### src/rtl/axi_rd_arbiter.sv
// 2:1 AXI4-Lite read-channel arbiter (AR + R) with round-robin grant.
// One transaction in flight; the address is registered and the R channel is a pass-through.
module axi_rd_arbiter #(
  parameter int unsigned ADDR_W = 32,
  parameter int unsigned DATA_W = 32
) (
  input  logic              clk,
  input  logic              rst,
  input  logic              m0_arvalid,
  output logic              m0_arready,
  input  logic [ADDR_W-1:0] m0_araddr,
  output logic              m0_rvalid,
  input  logic              m0_rready,
  output logic [DATA_W-1:0] m0_rdata,
  output logic [1:0]        m0_rresp,
  input  logic              m1_arvalid,
  output logic              m1_arready,
  input  logic [ADDR_W-1:0] m1_araddr,
  output logic              m1_rvalid,
  input  logic              m1_rready,
  output logic [DATA_W-1:0] m1_rdata,
  output logic [1:0]        m1_rresp,
  output logic              s_arvalid,
  input  logic              s_arready,
  output logic [ADDR_W-1:0] s_araddr,
  input  logic              s_rvalid,
  output logic              s_rready,
  input  logic [DATA_W-1:0] s_rdata,
  input  logic [1:0]        s_rresp
);

  typedef enum logic [1:0] {
    IDLE = 2'd0,
    ADDR = 2'd1,
    DATA = 2'd2
  } state_e;

  state_e            state_q;
  logic              gnt_q;
  logic              last_q;
  logic [ADDR_W-1:0] addr_q;

  logic any_req;
  logic win;
  logic idle;

  always_comb begin
    any_req = m0_arvalid | m1_arvalid;
    // On a tie the master that was not served last wins.
    win     = (m0_arvalid && m1_arvalid) ? ~last_q : m1_arvalid;
    // arready is qualified with rst so every output is 0 while reset is asserted.
    idle    = rst && (state_q == IDLE);
  end

  always_comb begin
    m0_arready = idle && m0_arvalid && !win;
    m1_arready = idle && m1_arvalid && win;
    s_arvalid  = (state_q == ADDR);
    s_araddr   = addr_q;
  end

  always_comb begin
    m0_rvalid = 1'b0;
    m0_rdata  = '0;
    m0_rresp  = '0;
    m1_rvalid = 1'b0;
    m1_rdata  = '0;
    m1_rresp  = '0;
    s_rready  = 1'b0;
    if (state_q == DATA) begin
      if (gnt_q) begin
        s_rready  = m1_rready;
        m1_rvalid = s_rvalid;
        m1_rdata  = s_rdata;
        m1_rresp  = s_rresp;
      end else begin
        s_rready  = m0_rready;
        m0_rvalid = s_rvalid;
        m0_rdata  = s_rdata;
        m0_rresp  = s_rresp;
      end
    end
  end

  always_ff @(posedge clk or negedge rst) begin
    if (!rst) begin
      state_q <= IDLE;
      gnt_q   <= 1'b0;
      last_q  <= 1'b1;
      addr_q  <= '0;
    end else begin
      case (state_q)
        IDLE: begin
          if (any_req) begin
            addr_q  <= win ? m1_araddr : m0_araddr;
            gnt_q   <= win;
            state_q <= ADDR;
          end
        end
        ADDR: begin
          if (s_arready) state_q <= DATA;
        end
        DATA: begin
          if (s_rvalid && s_rready) begin
            last_q  <= gnt_q;
            state_q <= IDLE;
          end
        end
        default: state_q <= IDLE;
      endcase
    end
  end

endmodule

### config.mk
export PLATFORM = sky130hd
export DESIGN_NAME = axi_rd_arbiter
export DESIGN_NICKNAME = d
export VERILOG_FILES = /design/src/rtl/axi_rd_arbiter.sv
export SDC_FILE = /design/constraint.sdc
export NUM_CORES = 1
export LEC_CHECK = 0
export CELL_PAD_IN_SITES_DETAIL_PLACEMENT = 1
export CELL_PAD_IN_SITES_GLOBAL_PLACEMENT = 1
export CORE_MARGIN = 3
export CORE_UTILIZATION = 23
export DETAILED_ROUTE_END_ITERATION = 10
export PLACE_DENSITY = 0.86
export RECOVER_POWER = 100
export SETUP_SLACK_MARGIN = 0.15
export SLEW_MARGIN = 0
export SYNTH_ARGS = -nofsm -noshare
export SYNTH_HDL_FRONTEND = slang
export SYNTH_SLANG_ARGS = --single-unit
### constraint.sdc
create_clock -name clk -period 2.55 [get_ports clk]
set_input_delay 0.255 -clock clk [delete_from_list [all_inputs] [get_ports clk]]
set_output_delay 0.255 -clock clk [all_outputs]
set_load 0.01 [all_outputs]
==> flow_metrics.env <==
export IMPL_status="completed"
export IMPL_ant_nets=0
export IMPL_period_needed_ns=2.347
export IMPL_drtIter0Drc=25
export IMPL_hpwl_um=7559
export IMPL_antenna_found_initial=1
export IMPL_holdCritPathClass="primary input to asynchronous set/reset pin"
export IMPL_worstReg2RegStart="state_q[0]$_DFFE_PN0P_"
export IMPL_core_sq_um=9864
export IMPL_die_y_um=107.0
export IMPL_clock_tree_root_cell="clkbuf_8"
export IMPL_cp_arrival_ns=2.09
export IMPL_maxCapViolations=0
export IMPL_routed_top_layer="met4"
export IMPL_nFillCells=1074
export IMPL_synthCells=204
export IMPL_setup_tns_final_ns=0
export IMPL_reg2reg_depth=4
export IMPL_crit_chain="nand2b_1 > nor2_1 > buf_6 > and2_1 > dlygate4sd3_1"
export IMPL_grt_start_max_net_pins=36
export IMPL_crit_path_start_kind="flop"
export IMPL_post_cts_repair_setup_buffers=0
export IMPL_grt_pass1_vias=2573
export IMPL_skew_ns=0.008065
export IMPL_tritoncts="built"
export IMPL_cp_slowest_stage_delay_ns=0.64
export IMPL_ys_seq_elements=36
export IMPL_htree_levels=2
export IMPL_critPathCaptureType="primary output"
export IMPL_r2r_end="s_araddr[20]$_DFFE_PN0P_"
export IMPL_path_clk_slew_ns=0.08
export IMPL_slowest_stage="dlygate4sd3_1"
export IMPL_seq_area_frac_synth=0.3845
export IMPL_setup_viol=0
export IMPL_met3WireLength_um=932
export IMPL_regArea_sq_um=902.1
export IMPL_fin_ws_ns=0.2028
export IMPL_clock_path_buffers=2
export IMPL_die_w_um=107.0
export IMPL_crit_path_max_fanout=35
export IMPL_gp_congestion=0.6860
export IMPL_start_util=0.2378
export IMPL_io_pins=212
export IMPL_synth_area_sq_um=2346
export IMPL_cp_required_ns=2.30
export IMPL_r2r_slack_ns=0.74
export IMPL_slew_headroom=0.2838
export IMPL_wirelength_met1_um=3116
export IMPL_final_common_cell="clkdlybuf4s50_1"
export IMPL_worst_pin_slew_ns=1.067
export IMPL_cts_made_buffers=5
export IMPL_drive_gt1_frac=0.1786
export IMPL_grt_usage=0.1504
export IMPL_totalWireLength_um=8903
export IMPL_cts_sinks=36
export IMPL_period_share=0.9205
export IMPL_grt_ovfl_total=0
export IMPL_first_pass_iters=4
export IMPL_syn2layout_area_growth_pct=101.3
export IMPL_die_area_sq_um=11450
export IMPL_pre_cts_ws_ns=0.4856
export IMPL_via_per_inst=4.298
export IMPL_yosys_warnings=0
export IMPL_clk_latency_ns=0.28
export IMPL_drc=0
export IMPL_io_buffer_count=211
export IMPL_multiInputGateArea_sq_um=1354
export IMPL_ir_drop_uv=350.2
export IMPL_syn_avg_cell_area_sq_um=11.50
export IMPL_hold_viol=0
export IMPL_power_density_nw_per_um2=746.0
export IMPL_rsz0062_at_grt="yes"
export IMPL_yosysUniqueCellTypes=23
export IMPL_syn_nets=310
export IMPL_rows=36
export IMPL_wl_per_cell_um=16.07
export IMPL_grt_pass1_wl_um=13390
export IMPL_power_leakage_nw=2.157
export IMPL_nets=525
export IMPL_maxSlewViolCount=0
export IMPL_final_cell_mix="clkdlybuf4s50_1 (109), dlygate4sd3_1 (102), and2_1 (70)"
export IMPL_path_class="flop to primary output"
export IMPL_dr_wl_met2_um=4748
export IMPL_fmax_mhz=426.0
export IMPL_num_vias=2381
## worst max-delay path by stage
stage	end	cells after the start	start	slack, ns
after global routing	m1_rdata[13]	5	state_q[0]$_DFFE_PN0P_	0.07
after detailed placement	m1_arready	4	m1_arvalid	0.49
after CTS	m1_rdata[19]	5	state_q[0]$_DFFE_PN0P_	0.19
after global placement	m1_arready	4	m1_arvalid	0.49
after floorplan	s_araddr[10]$_DFFE_PN0P_	5	last_q$_DFFE_PN1P_	0.98
final	m1_rdata[27]	5	state_q[0]$_DFFE_PN0P_	0.20
## state kept, by name (all words and copies together), names as in the netlist
name      flops
gnt_q         1
state_q       2
s_araddr     32
last_q        1
## per-layer routing
metal  vias to the layer above  track usage
met5                         -            0
met4                         0      0.04018
met3                         8      0.06201
met2                       129       0.2887
met1                      1128       0.1472
li1                       1116            -
## synthesized netlist by cell type
library cell   n  share of area
mux2i_1        1         0.0043
nor2_1         5         0.0080
nand2_1        1         0.0016
dfrtp_1       35           0.37
buf_6          4          0.019
inv_1          2         0.0032
buf_2          3         0.0064
o2bb2ai_1      1         0.0037
and2_1        70           0.19
mux2_1         7          0.034
and4_1         1         0.0037
mux2_2        38           0.18
a21o_1         1         0.0032
o21ai_0        1         0.0021
o21ai_1        1         0.0021
nor3b_1        1         0.0032
dfstp_2        1          0.011
clkbuf_1       6         0.0096
mux2_4        20           0.13
a21bo_1        1         0.0043
nand2b_1       2         0.0053
nor2b_1        1         0.0027
nor3_1         1         0.0021
## layout make-up
| class | instances | share of cell area |
|---|---|---|
| well taps | 133 | 0.03523 |
| flip-flops and latches | 36 | 0.1910 |
| clock buffers | 7 | 0.01828 |
| repair buffers | 221 | 0.4652 |
| multi-input cells | 153 | 0.2866 |
| inverters | 2 | 0.001589 |
| clock inverters | 1 | 0.001589 |
| diodes | 1 | 0.0005298 |
## timing repair
action                                 in CTS  in global routing
endpoints found under the hold margin      11                  0
resized for setup                           0                  2
hold buffers                                1                  0
setup endpoints to repair                   0                 65
## critical path: cells and delay by family (launching register included)
| kind | cells | cell delay (ns) |
|---|---|---|
| buffers and inverters | 2 | 0.87 |
| flip-flops | 1 | 0.41 |
| AND/OR/NAND/NOR | 3 | 0.52 |
## metrics by stage
stage	power (W)	hold WS [ns]	util	instance area (sq um)	cells
3_5_place_dp	0.003326	0.1787	0.4692	4628	544
4_1_cts	0.003777	0.3904	0.4797	4732	553
6_report	0.003523	0.3917	0.4788	4723	554
2_1_floorplan	0.002048	-0.04059	-	2346	204
5_1_grt	0.003775	0.4265	0.4788	4723	554
3_3_place_gp	0.003253	0.1716	0.4692	4628	544
## where the power goes
| group | switching (W) | internal (W) | total, W |
|---|---|---|---|
| Sequential | 0.000151 | 0.000871 | 0.00102 |
| Clock | 0.000207 | 0.000220 | 0.000427 |
| Combinational | 0.000838 | 0.00124 | 0.00207 |
## kinds of logic (layout without fill, tap and decap cells)
family,count (synthesis),count (layout),synth area share
compound gates,5,5,0.01546
buf+inv,15,231,0.03840
flops,36,36,0.3845
mux,66,66,0.3483
other cells,0,1,0
simple gates,82,82,0.2133
(Power assumes the default switching activity.)
